**src/rtl/id_ex_hazard_stage_pkg.sv**
```systemverilog
// ---------------------------------------------------------------------------
// id_ex_hazard_stage_pkg
// Shared definitions for the ID/EX pipeline register and its load-use
// hazard detector: default widths, FSM state encoding, bubble constants and
// the WB-bypass match helper.
// ---------------------------------------------------------------------------
package id_ex_hazard_stage_pkg;

  localparam int XLEN   = 32;
  localparam int CTRL_W = 16;

  // RUN: EX advances normally. HOLD: a multi-cycle M-unit owns EX.
  typedef enum logic {
    ST_RUN  = 1'b0,
    ST_HOLD = 1'b1
  } pipe_state_e;

  localparam logic [CTRL_W-1:0] CTRL_BUBBLE = '0;
  localparam logic [4:0]        REG_X0      = 5'd0;

  // True when the instruction retiring in WB writes the register that ID is
  // reading this cycle; x0 is hard-wired zero and never bypassed.
  function automatic logic wb_bypass_hit(input logic       wb_we,
                                         input logic [4:0] wb_rd,
                                         input logic [4:0] rs);
    return wb_we && (wb_rd != REG_X0) && (wb_rd == rs);
  endfunction

endpackage

```
**src/rtl/id_ex_hazard_stage_hazard_detect.sv**
```systemverilog
// ---------------------------------------------------------------------------
// id_ex_hazard_stage_hazard_detect
// Combinational load-use compare: a load sitting in EX whose destination is
// read by the valid instruction in ID.
// Ports:
//   ex_valid_i, ex_memread_i, ex_rd_i      : current ID/EX register contents
//   id_valid_i, id_rs1_i, id_rs2_i,
//   id_uses_rs1_i, id_uses_rs2_i           : instruction presented by ID
//   load_use_o                             : stall-and-bubble request
// ---------------------------------------------------------------------------
module id_ex_hazard_stage_hazard_detect
  import id_ex_hazard_stage_pkg::*;
(
  input  logic       ex_valid_i,
  input  logic       ex_memread_i,
  input  logic [4:0] ex_rd_i,
  input  logic       id_valid_i,
  input  logic [4:0] id_rs1_i,
  input  logic [4:0] id_rs2_i,
  input  logic       id_uses_rs1_i,
  input  logic       id_uses_rs2_i,
  output logic       load_use_o
);

  logic ex_is_load;
  logic rs1_match;
  logic rs2_match;

  // A load to x0 produces nothing a consumer could wait for.
  assign ex_is_load = ex_valid_i && ex_memread_i && (ex_rd_i != REG_X0);
  assign rs1_match  = id_uses_rs1_i && (ex_rd_i == id_rs1_i);
  assign rs2_match  = id_uses_rs2_i && (ex_rd_i == id_rs2_i);
  assign load_use_o = id_valid_i && ex_is_load && (rs1_match || rs2_match);

endmodule

```
**src/rtl/id_ex_hazard_stage.sv**
```systemverilog
// ---------------------------------------------------------------------------
// id_ex_hazard_stage
// ID/EX pipeline register with load-use bubble insertion, multi-cycle EX
// hold and branch flush. Registered ex_* fields feed the EX forwarding unit;
// stall_if freezes PC and IF/ID.
//
// Update priority each cycle: rst > flush (bubble) > ex_busy (hold) >
// load_use (bubble + stall) > capture ID (id_valid=0 captures a bubble).
//
// Ports:
//   clk, rst               : clock, synchronous active-high reset
//   id_*                   : decoded instruction in ID
//   wb_regwrite/wb_rd/wb_data : WB write port, bypassed into captured data
//   flush                  : taken branch/jump resolved in EX
//   ex_busy                : multi-cycle M-unit occupies EX
//   stall_if               : combinational freeze for PC and IF/ID
//   ex_*                   : registered ID/EX fields
//   dbg_state              : FSM state (RUN/HOLD) for observation
//   perf_lu_bubbles, perf_hold_cycles : saturating event counters, present
//                            only when HAZARD_PERF_EN is defined
// ---------------------------------------------------------------------------
module id_ex_hazard_stage #(
  parameter int XLEN   = id_ex_hazard_stage_pkg::XLEN,
  parameter int CTRL_W = id_ex_hazard_stage_pkg::CTRL_W
) (
  input  logic                                clk,
  input  logic                                rst,
  input  logic                                id_valid,
  input  logic [4:0]                          id_rs1,
  input  logic [4:0]                          id_rs2,
  input  logic [4:0]                          id_rd,
  input  logic                                id_uses_rs1,
  input  logic                                id_uses_rs2,
  input  logic                                id_regwrite,
  input  logic                                id_memread,
  input  logic [CTRL_W-1:0]                   id_ctrl,
  input  logic [XLEN-1:0]                     id_rs1_data,
  input  logic [XLEN-1:0]                     id_rs2_data,
  input  logic [XLEN-1:0]                     id_imm,
  input  logic                                wb_regwrite,
  input  logic [4:0]                          wb_rd,
  input  logic [XLEN-1:0]                     wb_data,
  input  logic                                flush,
  input  logic                                ex_busy,
  output logic                                stall_if,
  output logic                                ex_valid,
  output logic                                ex_regwrite,
  output logic                                ex_memread,
  output logic [4:0]                          ex_rs1,
  output logic [4:0]                          ex_rs2,
  output logic [4:0]                          ex_rd,
  output logic [CTRL_W-1:0]                   ex_ctrl,
  output logic [XLEN-1:0]                     ex_rs1_data,
  output logic [XLEN-1:0]                     ex_rs2_data,
  output logic [XLEN-1:0]                     ex_imm,
  output id_ex_hazard_stage_pkg::pipe_state_e dbg_state
`ifdef HAZARD_PERF_EN
  ,
  output logic [31:0]                         perf_lu_bubbles,
  output logic [31:0]                         perf_hold_cycles
`endif
);

  import id_ex_hazard_stage_pkg::*;

  pipe_state_e state_q, state_d;

  logic              valid_q,    valid_d;
  logic              regwrite_q, regwrite_d;
  logic              memread_q,  memread_d;
  logic [4:0]        rs1_q,      rs1_d;
  logic [4:0]        rs2_q,      rs2_d;
  logic [4:0]        rd_q,       rd_d;
  logic [CTRL_W-1:0] ctrl_q,     ctrl_d;
  logic [XLEN-1:0]   rs1_data_q, rs1_data_d;
  logic [XLEN-1:0]   rs2_data_q, rs2_data_d;
  logic [XLEN-1:0]   imm_q,      imm_d;

  logic load_use;

  id_ex_hazard_stage_hazard_detect u_hazard_detect (
    .ex_valid_i    (valid_q),
    .ex_memread_i  (memread_q),
    .ex_rd_i       (rd_q),
    .id_valid_i    (id_valid),
    .id_rs1_i      (id_rs1),
    .id_rs2_i      (id_rs2),
    .id_uses_rs1_i (id_uses_rs1),
    .id_uses_rs2_i (id_uses_rs2),
    .load_use_o    (load_use)
  );

  // A flush discards the ID instruction anyway, so it never needs a stall.
  assign stall_if = !flush && (ex_busy || load_use);

  // FSM next state
  always_comb begin
    state_d = state_q;
    case (state_q)
      ST_RUN:  if (ex_busy && !flush)  state_d = ST_HOLD;
      ST_HOLD: if (!ex_busy || flush)  state_d = ST_RUN;
      default: state_d = ST_RUN;
    endcase
  end

  // Pipeline register next state
  always_comb begin
    valid_d    = valid_q;
    regwrite_d = regwrite_q;
    memread_d  = memread_q;
    rs1_d      = rs1_q;
    rs2_d      = rs2_q;
    rd_d       = rd_q;
    ctrl_d     = ctrl_q;
    rs1_data_d = rs1_data_q;
    rs2_data_d = rs2_data_q;
    imm_d      = imm_q;

    if (flush || (!ex_busy && (load_use || !id_valid))) begin
      valid_d    = 1'b0;
      regwrite_d = 1'b0;
      memread_d  = 1'b0;
      rs1_d      = REG_X0;
      rs2_d      = REG_X0;
      rd_d       = REG_X0;
      ctrl_d     = CTRL_W'(CTRL_BUBBLE);
      rs1_data_d = '0;
      rs2_data_d = '0;
      imm_d      = '0;
    end else if (!ex_busy) begin
      valid_d    = 1'b1;
      regwrite_d = id_regwrite;
      memread_d  = id_memread;
      rs1_d      = id_rs1;
      rs2_d      = id_rs2;
      rd_d       = id_rd;
      ctrl_d     = id_ctrl;
      // The register file is read before WB writes it this cycle, so the
      // retiring value must be forwarded into the captured operands.
      rs1_data_d = wb_bypass_hit(wb_regwrite, wb_rd, id_rs1) ? wb_data : id_rs1_data;
      rs2_data_d = wb_bypass_hit(wb_regwrite, wb_rd, id_rs2) ? wb_data : id_rs2_data;
      imm_d      = id_imm;
    end
  end

  always_ff @(posedge clk) begin
    if (rst) begin
      state_q    <= ST_RUN;
      valid_q    <= 1'b0;
      regwrite_q <= 1'b0;
      memread_q  <= 1'b0;
      rs1_q      <= REG_X0;
      rs2_q      <= REG_X0;
      rd_q       <= REG_X0;
      ctrl_q     <= '0;
      rs1_data_q <= '0;
      rs2_data_q <= '0;
      imm_q      <= '0;
    end else begin
      state_q    <= state_d;
      valid_q    <= valid_d;
      regwrite_q <= regwrite_d;
      memread_q  <= memread_d;
      rs1_q      <= rs1_d;
      rs2_q      <= rs2_d;
      rd_q       <= rd_d;
      ctrl_q     <= ctrl_d;
      rs1_data_q <= rs1_data_d;
      rs2_data_q <= rs2_data_d;
      imm_q      <= imm_d;
    end
  end

  assign ex_valid    = valid_q;
  assign ex_regwrite = regwrite_q;
  assign ex_memread  = memread_q;
  assign ex_rs1      = rs1_q;
  assign ex_rs2      = rs2_q;
  assign ex_rd       = rd_q;
  assign ex_ctrl     = ctrl_q;
  assign ex_rs1_data = rs1_data_q;
  assign ex_rs2_data = rs2_data_q;
  assign ex_imm      = imm_q;
  assign dbg_state   = state_q;

`ifdef HAZARD_PERF_EN
  logic [31:0] lu_cnt_q,   lu_cnt_d;
  logic [31:0] hold_cnt_q, hold_cnt_d;

  // Count only events that actually took effect: a flush overrides both.
  always_comb begin
    lu_cnt_d   = lu_cnt_q;
    hold_cnt_d = hold_cnt_q;
    if (!flush && !ex_busy && load_use && (lu_cnt_q != 32'hFFFF_FFFF))
      lu_cnt_d = lu_cnt_q + 32'd1;
    if (!flush && ex_busy && (hold_cnt_q != 32'hFFFF_FFFF))
      hold_cnt_d = hold_cnt_q + 32'd1;
  end

  always_ff @(posedge clk) begin
    if (rst) begin
      lu_cnt_q   <= '0;
      hold_cnt_q <= '0;
    end else begin
      lu_cnt_q   <= lu_cnt_d;
      hold_cnt_q <= hold_cnt_d;
    end
  end

  assign perf_lu_bubbles  = lu_cnt_q;
  assign perf_hold_cycles = hold_cnt_q;
`endif

endmodule

```
**config.mk**
```make
export PLATFORM = sky130hd
export DESIGN_NAME = id_ex_hazard_stage
export DESIGN_NICKNAME = d
export VERILOG_FILES = /design/src/rtl/id_ex_hazard_stage_pkg.sv /design/src/rtl/id_ex_hazard_stage_hazard_detect.sv /design/src/rtl/id_ex_hazard_stage.sv
export SDC_FILE = /design/constraint.sdc
export NUM_CORES = 1
export LEC_CHECK = 0
export CAP_MARGIN = 20
export CORE_MARGIN = 4
export CORE_UTILIZATION = 39
export DETAILED_ROUTE_END_ITERATION = 8
export PLACE_DENSITY = 0.83
export SKIP_CTS_REPAIR_TIMING = 1
export SLEW_MARGIN = 30
export SYNTH_ARGS = -nofsm -noshare
export SYNTH_HDL_FRONTEND = slang
export SYNTH_SLANG_ARGS = --single-unit
```
**constraint.sdc**
```tcl
create_clock -name clk -period 2.1 [get_ports clk]
set_input_delay 0.21 -clock clk [delete_from_list [all_inputs] [get_ports clk]]
set_output_delay 0.21 -clock clk [all_outputs]
set_load 0.1 [all_outputs]
```
======== Word-level counts from Yosys, hierarchy flattened ========
Cells that the tools add are included.
word-level totals
  input port bits ......................... 174
  register bits ........................... 131
  output and inout bits ................... 132
cells by class
  reductions and logical operators ........ 23
  equality and inequality tests ........... 4
  multiplexer cells ....................... 5
  bitwise operators ....................... 1
operator list
  kind                                count
  32-bit 2-to-1 mux                   2
  5-bit == test                       4
  1-bit logical AND                   12
  5-bit nonzero test                  2
  1-bit logical OR                    5
  1-bit logical NOT                   3
  1-bit 2-to-1 mux                    2
  1-bit case mux with 2 select lines  1
  2-bit OR reduction                  1
  1-bit NOT                           1

======== Longest topological paths before layout ========
  depth in word-level cells ............... 8
  gate-level depth with buffers ........... 7

======== Cells and area by module ========
Synthesis repeated with hierarchy kept, for this count alone.
second synthesis, totals
  cell total of the unflattened synthesis .. 703
  area, all modules ....................... 6,179.7 µm²
by module, submodules not included
  module                            instances  area an instance (µm²)  cells each
  id_ex_hazard_stage                1          6,048.3                 686
  id_ex_hazard_stage_hazard_detect  1          131.4                   17

======== Worst setup path before layout ========
No wires, ideal clock.
  path type ............................... reg2out
  from .................................... register rd_q[0], in the netlist ex_rd[0]
  to ...................................... output stall_if
  path buffers ............................ 0
  setup slack ............................. -1.217 ns
  arrival time ............................ 3.107 ns
  required time ........................... 1.890 ns
  stages on the path, launching flop included .. 6
  path through ............................ dfxtp_1 > xnor2_1 > nand4_1 > o22ai_1 > nand3_1 > a21oi_1
on the way
  longest elaborated chain between the ends .. 6
RTL lines
  item                                                          RTL line                                                                                                                source
  start: declaration                                            id_ex_hazard_stage.sv:73                                                                                                logic [4:0] rd_q, rd_d;
  start signal: assignment                                      id_ex_hazard_stage.sv:166                                                                                               rd_q <= rd_d;
  5-bit == test (tied with other cells)                         id_ex_hazard_stage_hazard_detect.sv:31                                                                                  assign rs1_match = id_uses_rs1_i && (ex_rd_i == id_rs1_i);
  1-bit logical AND (on tied branches)                          id_ex_hazard_stage_hazard_detect.sv:31, id_ex_hazard_stage_hazard_detect.sv:30, id_ex_hazard_stage_hazard_detect.sv:32
  1-bit logical OR / 1-bit logical AND (equally long branches)  id_ex_hazard_stage_hazard_detect.sv:33                                                                                  assign load_use_o = id_valid_i && ex_is_load && (rs1_match || rs2_match);
  1-bit logical AND *                                           id_ex_hazard_stage_hazard_detect.sv:33
  1-bit logical OR *                                            id_ex_hazard_stage.sv:94                                                                                                assign stall_if = !flush && (ex_busy || load_use);
  1-bit logical AND *                                           id_ex_hazard_stage.sv:94
  end: declaration                                              id_ex_hazard_stage.sv:45                                                                                                output logic stall_if,
Every way passes the cells marked *; elsewhere a longest branch is shown, timed or not.

======== Worst setup path after layout ========
  from .................................... register rd_q[1], in the netlist ex_rd[1]
  to ...................................... output stall_if
Same word-level chain as after synthesis.

==> impl_results.md <==
* WL final at 20280 µm
* Final Skew at 0.01328 ns
* Hold crit path type: in2reg
* Routed vias/inst at 5.349
* Synth Instances at 661
* Largest net degree at the start of global routing at 75
* ANT cells at 0
* Tmin final at 2.068 ns
* Fin area at 0.009235 mm²
* Post-DR wirelength/cell at 17.78 µm
* Post-synthesis sequential area ratio at 46.68%
* Area Overhead vs Synth at 64.39%
* Most frequent cell after synthesis: nand3_1
* Startpoint types: flop
* Leak pwr at 3.545 nW
* Crit path DAT at 1.86 ns
* Vias in the first global route at 5854
* Vias at 6103
* Reg area at 0.002639 mm²
* Power density cells at 751.1 mW/mm²
* Avg Inst Size Synth at 8.499 µm²
* MaxCap Viol Count at 0
* Most used DFF post-synth: dfxtp_1
* Remaining antenna violation count at 0
* Grt total ovfl at 0
* Final Hold Vio Count at 0
* Number of remaining DRC errors at 0
* Initial Util at 40.16%
* Nets@finish at 1122
* Yosys reg bits at 131
* Leading area contributor after synthesis: dfxtp_1
* FF-to-FF End: ex_rs2_data[9]$_SDFFE_PP0N_
* Pre-antenna DRT Iters at 4
* DR iter-0 viols at 362
* First-pass GRT wire length at 30770 µm
* Reg clk slew, reported paths at 0.06 ns
* Critical path origin: ex_rd[1]$_SDFFE_PP0N_
* Crit Path Max Fanout at 5
* Clock Latency Late Sink at 0.42 ns
* Area of the multi-input gates at 0.002704 mm²
* Die height at 128.0 µm
* GRT Total Usage at 23.51%
* Synthesized area at 0.005618 mm²
* CTS tree: done
* # clock sinks at 131
* Fin. max-slew vios at 0
* # fillers at 1128
* Worst slew pin tran at 0.6580 ns
* Initial antenna violation count at 0
* Port bufs at 305
* Critical Path End Type: output port
* Core area at 0.01399 mm²
* Worst R2R Setup Slack at 0.27 ns
* Share of the synthesized area in the top cell type at 46.68%
* Post-DP HPWL at 14520 µm
* Synth area leaders: dfxtp_1 47%, nand3_1 12%, a22oi_1 8.6%, o21ai_1 5.8%, nand2_1 4.4%
* R2R cell count at 5
* Worst setup path end: stall_if
* Slew HR at 56.13%
* Final setup vio count at 0
* Part of the cycle the worst path needs at 98.49%
* Max VDD drop at 0.7676 mV
* Async set or reset register ratio after synthesis at 0%
* Status: complete, no violations
* Critical Path RT at 1.89 ns
* Worst Setup Path Type: reg2out
* CTS Buffer Depth at 2
* Most instantiated cells after synthesis: 133 x nand3_1, 131 x dfxtp_1, 66 x nand2_1
* Area after DPL at 0.008641 mm²
* Syn Nets at 835
* Row count at 43
* Die W at 128.0 µm
* Achievable Freq at 483.5 MHz
* Placer congestion estimate at 0.8539
* Post-synth EDFFs at 0
* RSZ-0062 raised after global routing: yes
* Die area at 0.01639 mm²
* Synth warnings at 0
* Crit Reg-Reg Startpoint: ex_rd[4]$_SDFFE_PP0N_
* Root Buffer: clkbuf_16
* Num ports at 306
* Setup TNS at 0 ns
* CTS H-tree depth at 4
* Synth cell types at 30
* Share of post-route cells with drive strength above 1 at 24.14%
* TritonCTS Buffers at 17
## how the worst min path moves through the flow
stage	cells past startpoint	to	from
global placement	2	ex_imm[5]$_SDFFE_PP0N_	ex_imm[5]$_SDFFE_PP0N_
finish	3	ex_rd[3]$_SDFFE_PP0N_	ex_busy
detailed placement	2	ex_imm[29]$_SDFFE_PP0N_	ex_imm[29]$_SDFFE_PP0N_
global route	3	ex_memread$_SDFFE_PP0N_	ex_busy
CTS	3	ex_rd[3]$_SDFFE_PP0N_	ex_busy
floorplan	1	dbg_state$_SDFF_PP0_	rst
## critical path, stage by stage (launching register included)
cell and delay [ns]:
dfxtp_4 0.37, xnor2_1 0.18, nand4_1 0.17, o22ai_2 0.22, nand3_2 0.12, a21oi_4 0.18, buf_12 0.20
## final cells by class
class	count	area share (%)
Timing Repair Buffer	333	33.36
Clock buffer	22	5.257
Clock inverter	10	1.057
Multi-Input combinational cell	464	29.28
Sequential cell	131	28.57
Tap cell	180	2.439
Inverter	1	0.04064
## registers in the layout (all words and copies together) (netlist names)
signal / cells
ex_regwrite: 1
ex_rd: 5
dbg_state: 1
ex_rs1: 5
ex_rs1_data: 32
ex_ctrl: 16
ex_memread: 1
ex_valid: 1
ex_imm: 32
ex_rs2_data: 32
ex_rs2: 5
## report_power, final
part	internal [W]	switching [W]	total [W]	leakage, nW
Combinational	0.000525	0.000899	0.00142	2.20
Sequential	0.00256	0.0000431	0.00260	1.07
Clock	0.00177	0.00115	0.00291	0.278
## kinds of logic after synthesis
kind of cell | count (synthesis) | share of synthesized area [%]
xor gates and xnor gates | 20 | 3.118
DFF | 131 | 46.68
AOI/OAI and AO/OA | 204 | 23.05
buffers and inverters | 66 | 6.080
and+or+nand+nor | 240 | 21.07
## routing by layer
metal  vias up  GRT usage [%]  part of all wire [%]
li1       2947              -                     -
met1      2850          26.38                    38
met2       273          39.74                    49
met3        33          9.917                    11
met4         0          8.801                   2.5
met5         -              0                     0
## through the flow
step	setup slack (ns)	util (%)	hold WS, ns	instances	total power (W)
after floorplan	0.002515	-	0.2811	661	0.003495
after global placement	-0.07158	61.77	0.4608	1109	0.004061
after detailed placement	-0.1088	61.77	0.4654	1109	0.004070
after CTS	-0.01714	65.94	0.1867	1141	0.006993
after global routing	-0.04092	66.02	0.2097	1141	0.007170
final	0.03179	66.02	0.1968	1141	0.006937
## cells in the final DEF, fill, tap and decap left out, drive strengths merged, types with 2 or more instances in the layout
| cell | n |
|---|---|
| clkdlybuf4s50 | 172 |
| buf | 161 |
| nand3 | 133 |
| dfxtp | 131 |
| o21ai | 68 |
| nand2 | 66 |
| a21oi | 66 |
| a22oi | 64 |
| nor2b | 32 |
| clkbuf | 22 |
| xnor2 | 16 |
| xor2 | 4 |
| clkinv | 4 |
| clkinvlp | 3 |
| inv | 3 |
| nand4 | 2 |
| nor4 | 2 |
| o41a | 2 |
Power figures use the tool's default switching activity.
